<file path="src/rtl/wfg_run_controller.sv">
// Purpose: Wishbone-master sequencer that enables the waveform core, counts sync periods, then disables it.
// Latency: bus cycle starts the cycle after start_i or after the terminating sync edge / stop_i; done_o one cycle after disable ack.
// Backpressure: waits on wbm_ack_i for every write; abandons the access after ACK_TIMEOUT cycles and flags err_o.
module wfg_run_controller #(
    parameter int              BUSW        = 32,
    parameter logic [BUSW-1:0] CTRL_ADR    = 32'h0000_0000,
    parameter logic [BUSW-1:0] EN_VAL      = 32'h0000_0001,
    parameter int              CNTW        = 16,
    parameter int              ACK_TIMEOUT = 15
) (
    input  logic            clk,
    input  logic            rst_n,
    input  logic            start_i,
    input  logic            stop_i,
    input  logic [CNTW-1:0] run_len_i,
    input  logic            wfg_core_sync_i,
    output logic            wbm_cyc_o,
    output logic            wbm_stb_o,
    output logic            wbm_we_o,
    output logic [3:0]      wbm_sel_o,
    output logic [BUSW-1:0] wbm_adr_o,
    output logic [BUSW-1:0] wbm_dat_o,
    input  logic            wbm_ack_i,
    output logic            busy_o,
    output logic            done_o,
    output logic            err_o,
    output logic [CNTW-1:0] periods_o
);

    typedef enum logic [1:0] {
        ST_IDLE   = 2'd0,
        ST_WR_EN  = 2'd1,
        ST_RUN    = 2'd2,
        ST_WR_DIS = 2'd3
    } state_t;

    // The timeout counter holds the number of elapsed un-acked strobe cycles;
    // the access is abandoned on the edge that would complete the last one.
    localparam logic [7:0] TO_LAST = 8'(ACK_TIMEOUT - 1);

    state_t          r_state;
    logic [CNTW-1:0] r_run_len;
    logic [CNTW-1:0] r_periods;
    logic            r_pend_stop;
    logic            r_sync_q;
    logic [7:0]      r_to_cnt;
    logic            r_cyc;
    logic [3:0]      r_sel;
    logic [BUSW-1:0] r_adr;
    logic [BUSW-1:0] r_dat;
    logic            r_busy;
    logic            r_done;
    logic            r_err;

    logic            w_sync_rise;
    logic [CNTW-1:0] w_periods_inc;
    logic            w_to_expire;
    logic            w_target_hit;

    assign w_sync_rise   = wfg_core_sync_i & ~r_sync_q;
    assign w_periods_inc = r_periods + CNTW'(1);
    assign w_to_expire   = (r_to_cnt == TO_LAST);
    assign w_target_hit  = w_sync_rise && (r_run_len != '0) && (w_periods_inc == r_run_len);

    // cyc, stb and we always move together, so one flop drives all three
    assign wbm_cyc_o = r_cyc;
    assign wbm_stb_o = r_cyc;
    assign wbm_we_o  = r_cyc;
    assign wbm_sel_o = r_sel;
    assign wbm_adr_o = r_adr;
    assign wbm_dat_o = r_dat;
    assign busy_o    = r_busy;
    assign done_o    = r_done;
    assign err_o     = r_err;
    assign periods_o = r_periods;

    // Previous sync level for rising-edge detection
    always_ff @(posedge clk or negedge rst_n) begin
        if (!rst_n) begin
            r_sync_q <= 1'b0;
        end else begin
            r_sync_q <= wfg_core_sync_i;
        end
    end

    // Sequencer FSM with registered bus and status outputs
    always_ff @(posedge clk or negedge rst_n) begin
        if (!rst_n) begin
            r_state     <= ST_IDLE;
            r_run_len   <= '0;
            r_periods   <= '0;
            r_pend_stop <= 1'b0;
            r_to_cnt    <= '0;
            r_cyc       <= 1'b0;
            r_sel       <= '0;
            r_adr       <= '0;
            r_dat       <= '0;
            r_busy      <= 1'b0;
            r_done      <= 1'b0;
            r_err       <= 1'b0;
        end else begin
            r_done <= 1'b0;
            case (r_state)
                ST_IDLE: begin
                    if (start_i) begin
                        r_state     <= ST_WR_EN;
                        r_run_len   <= run_len_i;
                        r_periods   <= '0;
                        r_err       <= 1'b0;
                        r_pend_stop <= 1'b0;
                        r_busy      <= 1'b1;
                        r_cyc       <= 1'b1;
                        r_sel       <= 4'hF;
                        r_adr       <= CTRL_ADR;
                        r_dat       <= EN_VAL;
                        r_to_cnt    <= '0;
                    end
                end

                ST_WR_EN: begin
                    if (stop_i) begin
                        r_pend_stop <= 1'b1;
                    end
                    // ack wins over a timeout expiring on the same edge
                    if (wbm_ack_i) begin
                        r_cyc <= 1'b0;
                        r_sel <= '0;
                        r_adr <= '0;
                        r_dat <= '0;
                        // leaving cyc low here gives the idle bus cycle before the disable write
                        r_state <= (r_pend_stop || stop_i) ? ST_WR_DIS : ST_RUN;
                    end else if (w_to_expire) begin
                        r_cyc   <= 1'b0;
                        r_sel   <= '0;
                        r_adr   <= '0;
                        r_dat   <= '0;
                        r_err   <= 1'b1;
                        r_busy  <= 1'b0;
                        r_state <= ST_IDLE;
                    end else begin
                        r_to_cnt <= r_to_cnt + 8'd1;
                    end
                end

                ST_RUN: begin
                    if (w_sync_rise) begin
                        r_periods <= w_periods_inc;
                    end
                    if (w_target_hit || stop_i) begin
                        r_state  <= ST_WR_DIS;
                        r_cyc    <= 1'b1;
                        r_sel    <= 4'hF;
                        r_adr    <= CTRL_ADR;
                        r_dat    <= '0;
                        r_to_cnt <= '0;
                    end
                end

                ST_WR_DIS: begin
                    if (!r_cyc) begin
                        // arrived straight from an enable ack: start the write now
                        r_cyc    <= 1'b1;
                        r_sel    <= 4'hF;
                        r_adr    <= CTRL_ADR;
                        r_dat    <= '0;
                        r_to_cnt <= '0;
                    end else if (wbm_ack_i) begin
                        r_cyc   <= 1'b0;
                        r_sel   <= '0;
                        r_adr   <= '0;
                        r_dat   <= '0;
                        r_done  <= 1'b1;
                        r_busy  <= 1'b0;
                        r_state <= ST_IDLE;
                    end else if (w_to_expire) begin
                        r_cyc   <= 1'b0;
                        r_sel   <= '0;
                        r_adr   <= '0;
                        r_dat   <= '0;
                        r_err   <= 1'b1;
                        r_busy  <= 1'b0;
                        r_state <= ST_IDLE;
                    end else begin
                        r_to_cnt <= r_to_cnt + 8'd1;
                    end
                end

                default: begin
                    r_state <= ST_IDLE;
                end
            endcase
        end
    end

endmodule

</file>
<file path="config.mk">
export PLATFORM = sky130hd
export DESIGN_NAME = wfg_run_controller
export DESIGN_NICKNAME = d
export VERILOG_FILES = /design/src/rtl/wfg_run_controller.sv
export SDC_FILE = /design/constraint.sdc
export NUM_CORES = 1
export LEC_CHECK = 0
export ABC_CLOCK_PERIOD_IN_PS = 3300
export BUFFER_PORTS_ARGS = -buffer_cell sky130_fd_sc_hd__buf_4
export CAP_MARGIN = 20
export CORE_MARGIN = 1
export CORE_UTILIZATION = 39
export CTS_CLUSTER_SIZE = 30
export DETAILED_ROUTE_END_ITERATION = 8
export PLACE_DENSITY = 0.65
export SLEW_MARGIN = 20
export SYNTH_ARGS = -nofsm -noshare
export SYNTH_HDL_FRONTEND = slang
export SYNTH_SLANG_ARGS = --single-unit
</file>
<file path="constraint.sdc">
create_clock -name clk -period 3.3 [get_ports clk]
set_clock_uncertainty 0.15 [all_clocks]
set_input_delay 0.33 -clock clk [delete_from_list [all_inputs] [get_ports clk]]
set_output_delay 0.33 -clock clk [all_outputs]
set_load 0.01 [all_outputs]
</file>
# After elaboration in Yosys (flattened, before gate mapping)

Cells that the tools add are included.

Multiply operators: 0
Reductions and logical operators: 17
Multiplexer cells: 57
$lt $le $gt $ge: 0
Divide/modulo/power cells: 0
Shifts and indexed selects: 0
Equality and inequality tests: 12
Bitwise logic cells: 2
Add/sub/neg operators: 2

Operators with widths:

| operator                                            | number |
|---|---|
| 2-to-1 mux 32 bit                                   | 9 |
| one-hot mux 32 bit (4 select lines)                 | 2 |
| 2-to-1 mux 8 bit                                    | 5 |
| 2-to-1 mux 16 bit                                   | 2 |
| one-hot mux 16 bit (2 select lines)                 | 1 |
| one-hot mux 8 bit (4 select lines)                  | 1 |
| 2-to-1 mux 1 bit                                    | 20 |
| 2-to-1 mux 4 bit                                    | 5 |
| adder 16 x 1 -> 16 bit, second input constant       | 1 |
| equality test 16 bit                                | 1 |
| one-hot mux 4 bit (4 select lines)                  | 1 |
| nonzero test 16 bit                                 | 1 |
| AND reduction 3 bit                                 | 5 |
| 2-to-1 mux 2 bit                                    | 6 |
| != test 2 bit, second input constant                | 6 |
| adder 8 x 1 -> 8 bit, second input constant         | 1 |
| equality test 8 x 4 -> 1 bit, second input constant | 1 |
| one-hot mux 2 bit (4 select lines)                  | 1 |
| one-hot mux 1 bit (3 select lines)                  | 2 |
| equality test 2 bit, second input constant          | 2 |
| one-hot mux 1 bit (4 select lines)                  | 1 |
| AND reduction 2 bit                                 | 2 |
| AND reduction 4 bit                                 | 1 |
| nonzero test 2 bit                                  | 2 |
| 9 further kinds                                     | 11 |

Memory bits (read-only): 0
Memories kept: 0
Logic and storage cells: 103
Bits of input ports: 22
Bits in latches: 0
Register bits after elaboration: 116
Memory bits (writable): 0
Output and inout port bits: 90

# Logic depth before layout (Yosys ltp)

Depth in word-level cells: 7
Depth in mapped cells: 11
Gate-level depth less buffers: 9

# Worst setup path after synthesis

No wires, ideal clock.

Path kind: reg-to-reg
From: register r_periods[0] (netlist: periods_o[0])
To: register r_dat[10] (netlist: wbm_dat_o[10])
Data required time: 3,031 ps
Stages on the path, launching flop included: 11
Arrival: 2,619 ps
Slack: 412 ps
Buffers on the path: 2
Clock period less this slack: 2,888 ps
Cell sequence: dfrtp_1 > ha_1 > nand3_4 > or4_4 > or3b_1 > o211ai_2 > and4b_1 > buf_6 > o21ai_2 > buf_6 > and2_1

Longest elaborated chain between the ends: 6

RTL lines:

| element                              | line | RTL |
|---|---|---|
| start: declaration                   | 43   | `logic [CNTW-1:0] r_periods;` |
| start signal: assignment             | 147  | `r_periods <= w_periods_inc;` |
| adder 16 x 1 -> 16 bit               | 61   | `assign w_periods_inc = r_periods + CNTW'(1);` |
| equality test 16 bit                 | 63   | `assign w_target_hit = w_sync_rise && (r_run_len != '0) && (w_periods_inc == r_run_len);` |
| logical AND 1 bit                    | 63   |  |
| logical OR 1 bit                     | 149  | `if (w_target_hit \|\| stop_i) begin` |
| != test 2 bit (no source line)       | n/a  |  |
| AND reduction 2 bit (no source line) | n/a  |  |
| end signal: assignment               | 154  | `r_dat <= '0;` |
| end signal: assignment               | 165  | `r_dat <= '0;` |
| end signal: assignment               | 171  | `r_dat <= '0;` |
| end: declaration                     | 50   | `logic [BUSW-1:0] r_dat;` |

Every way passes these cells.
A chain may end at the register's enable or synchronous reset.

# Worst setup path after layout

From: register r_periods[1] (netlist: periods_o[1])
To: register r_adr[8] (netlist: wbm_adr_o[8])

Longest elaborated chain between the ends: 6

RTL lines:

| element                              | line | RTL |
|---|---|---|
| adder 16 x 1 -> 16 bit               | 61   |  |
| equality test 16 bit                 | 63   |  |
| logical AND 1 bit                    | 63   |  |
| logical OR 1 bit                     | 149  |  |
| != test 2 bit (no source line)       | n/a  |  |
| AND reduction 2 bit (no source line) | n/a  |  |
| end signal: assignment               | 153  | `r_adr <= CTRL_ADR;` |
| end signal: assignment               | 164  | `r_adr <= CTRL_ADR;` |
| end signal: assignment               | 170  | `r_adr <= '0;` |
| end: declaration                     | 49   | `logic [BUSW-1:0] r_adr;` |

Every way passes these cells.

==> impl_metrics.json <==
{
  "outcome": "complete, no violations",
  "grt_util_met1_pct": 24.38,
  "synth.avg_cell_area_um2": 11.05,
  "synth_top_flop_cell": "dfrtp_1",
  "r2r_start": "periods_o[1]",
  "setup.worst_path.start": "periods_o[1]",
  "cts_root_buffer": "clkbuf_16",
  "grt_pass1_vias": 4087,
  "clockBufferDepth": 2,
  "clk_pin_slew_ns": 0.06,
  "syn_area_um2": 5416,
  "maxCapViolCount": 0,
  "end_kind": "register",
  "wl_mm": 12.76,
  "die_h_um": 119.9,
  "min-delay-start": "run_len_i[8]",
  "final_common_cell": "buf_4",
  "track_usage_pct": 18.97,
  "post_cts_buffers": 0,
  "detail_route.wl_per_cell_um": 15.82,
  "setup-tns-final_ns": 0,
  "fin_ws_ns": 0.2326,
  "synth_seq_area_share_pct": 53.59,
  "finalNonFillerCells": 807,
  "seq_area_um2": 2903,
  "max_clock_freq_mhz": 326.0,
  "setup_viol": 0,
  "crit_required_ns": 3.44,
  "hpwlAfterDp_mm": 8.711,
  "hold_depth": 2,
  "ir_worst_vdd_mv": 0.4076,
  "relSlewSlack_pct": 52.97,
  "grt-ovfl-total": 0,
  "ys_ff_latch": 116,
  "reg2reg_depth": 9,
  "n_antenna_cell": 0,
  "async_flop_share_pct": 100.0,
  "grt_max_degree": 77,
  "place_ws_ns": 0.01380,
  "numClockSinks": 116,
  "gr-usage-met3_pct": 5.466,
  "vias_per_cell": 5.175,
  "period_share_pct": 92.95,
  "hold_violations": 0,
  "tritoncts": "done",
  "cellPowerDensity_nw_per_um2": 746.1,
  "use_met2_pct": 30.17,
  "synth_cell_type_count": 62,
  "rsz0062_at_grt": "false",
  "globalplace.congestion": 0.8168,
  "tightest_slew_ns": 0.7038,
  "h-tree-depth": 4,
  "final_area_um2": 7173,
  "drive_above_1_share_pct": 30.43,
  "clock_latency_ns": 0.41,
  "r2r-end": "wbm_adr_o[8]",
  "multiInputGateArea_um2": 2272,
  "detail-route-antenna-nets": 0,
  "cts_buffers": 17,
  "drt_pass1_iterations": 4,
  "die_area_um2": 14360,
  "maxSlewViolCount": 0,
  "setup.worst_path.start_class": "register",
  "critPathArrivalTime_ns": 3.21,
  "fillCellCount": 1158,
  "yosys_warnings": 0,
  "dpl_cell_area_um2": 6409,
  "grt-busiest-layer": "met2",
  "initial_core_util_pct": 40.42,
  "layout_common_cells": "125 x buf_4, 116 x dfrtp_1, 64 x and2_1",
  "crit_path_max_incr_delay_ns": 0.54,
  "num_vias": 4176,
  "hold_end": "r_run_len[8]",
  "fin_crit_ns": 3.067,
  "die_w_um": 119.9,
  "dp.cells": 761,
  "grt_first_pass_wirelength_mm": 21.07,
  "hold_slack_ns": 0.01706,
  "ios": 112,
  "core_area_um2": 13400,
  "reg2reg_slack_ns": 0.23,
  "leakagePower_uw": 0.003490,
  "cp_slowest_cell": "or4b_1",
  "layout.nets": 648,
  "crit_type": "reg2reg",
  "synthCells": 490,
  "synth-edff-count": 0,
  "hp-class": "in2reg",
  "cp_cell_sequence": "ha_1 > nand3_4 > o22a_1 > or4b_1 > nor4_2 > and4b_2 > o221ai_2 > buf_4 > and2_1",
  "drcViolationCount": 0,
  "crit_fanout": 33,
  "synth_fp_nets": 520,
  "drtIter0Drc": 272,
  "io_buffers": 111,
  "antenna_found_initial": 0,
  "rows": 42,
  "syn_to_final_growth_pct": 32.43
}
[synthesized netlist by cell type (7+ instances only)]
| library cell | n | area, µm² |
|---|---|---|
| and2_1 | 64 | 400.4 |
| xnor2_1 | 11 | 96.34 |
| dfrtp_1 | 116 | 2903 |
| nor3_1 | 13 | 65.06 |
| mux2_2 | 17 | 191.4 |
| inv_1 | 17 | 63.81 |
| nand2_1 | 22 | 82.58 |
| nand3_1 | 14 | 70.07 |
| a22o_1 | 16 | 140.1 |
| clkbuf_1 | 10 | 37.54 |
| o21ai_0 | 26 | 130.1 |
| buf_2 | 8 | 40.04 |
| nor4_1 | 7 | 43.79 |
| a21oi_1 | 17 | 85.08 |
| nor2_1 | 21 | 78.83 |
| ha_1 | 8 | 100.1 |
[per-layer routing]
metal,up-vias,wire [µm]
li1,1991,-
met1,2032,5693
met2,136,6163
met3,17,696
met4,0,209
met5,-,0
[cell families (layout without fill, tap and decap cells)]
family                   Yosys count  in the layout  synth area share [%]
AND/OR/NAND/NOR                  178            178                 19.38
flip-flops                       116            116                 53.59
AO/OA/AOI/OAI                    101            101                 13.33
buffers and inverters             48            189                 4.620
multiplexers                      23             23                 4.643
XOR/XNOR                          16             16                 2.587
adder cells (fa/ha/maj)            8              8                 1.848
[timing repair]
item / in CTS / in global routing
hold buffers: 14 / 0
endpoints found under the hold margin: 53 / 0
endpoints found under the setup margin: 0 / 58
gates resized for setup: 0 / 2
[through the flow]
step / utilization [%] / total power [µW]
floorplan: - / 2996
global route: 53.53 / 5684
finish: 53.53 / 5352
detailed placement: 47.82 / 3461
CTS: 53.46 / 5387
global placement: 47.82 / 3410
[power breakdown]
| group | switching (µW) | total, µW | internal [µW] |
|---|---|---|---|
| Clock | 675 | 1890 | 1220 |
| Sequential | 266 | 1900 | 1630 |
| Combinational | 860 | 1560 | 704 |
| Total | 1800 | 5350 | 3550 |
[final cells by class]
| class | count | share of cell area (%) |
|---|---|---|
| clock buffer | 18 | 6.122 |
| clock inverter | 14 | 2.459 |
| inverter | 17 | 0.8896 |
| multi-input combinational | 326 | 31.68 |
| sequential | 116 | 40.47 |
| tap | 176 | 3.070 |
| timing repair buffer | 140 | 15.31 |
[how the worst max path moves through the flow]
stage / endpoint / slack [ns] / cells past startpoint
global route: wbm_adr_o[3] / 0.03 / 9
finish: wbm_adr_o[8] / 0.23 / 9
CTS: wbm_dat_o[28] / 0.02 / 7
detailed placement: wbm_dat_o[28] / 0.01 / 7
global placement: wbm_dat_o[25] / 0.14 / 7
floorplan: wbm_dat_o[10] / 0.41 / 10
[state kept, by name (all words and copies together) (netlist names), 2 cells and up]
register and cells:
wbm_adr_o 32, wbm_dat_o 32, periods_o 16, r_run_len 16, r_to_cnt 8, wbm_sel_o 4
r_state 2
[worst max-delay path: cells and delay by family (launching register included)]
| kind | cells | cell delay (ns) |
|---|---|---|
| and+or+nand+nor | 5 | 1.53 |
| AOI/OAI and AO/OA | 2 | 0.37 |
| DFF | 1 | 0.36 |
| adders and majority gates | 1 | 0.28 |
| buffers and inverters | 1 | 0.25 |
No activity file was read; power rests on OpenSTA's default activity.
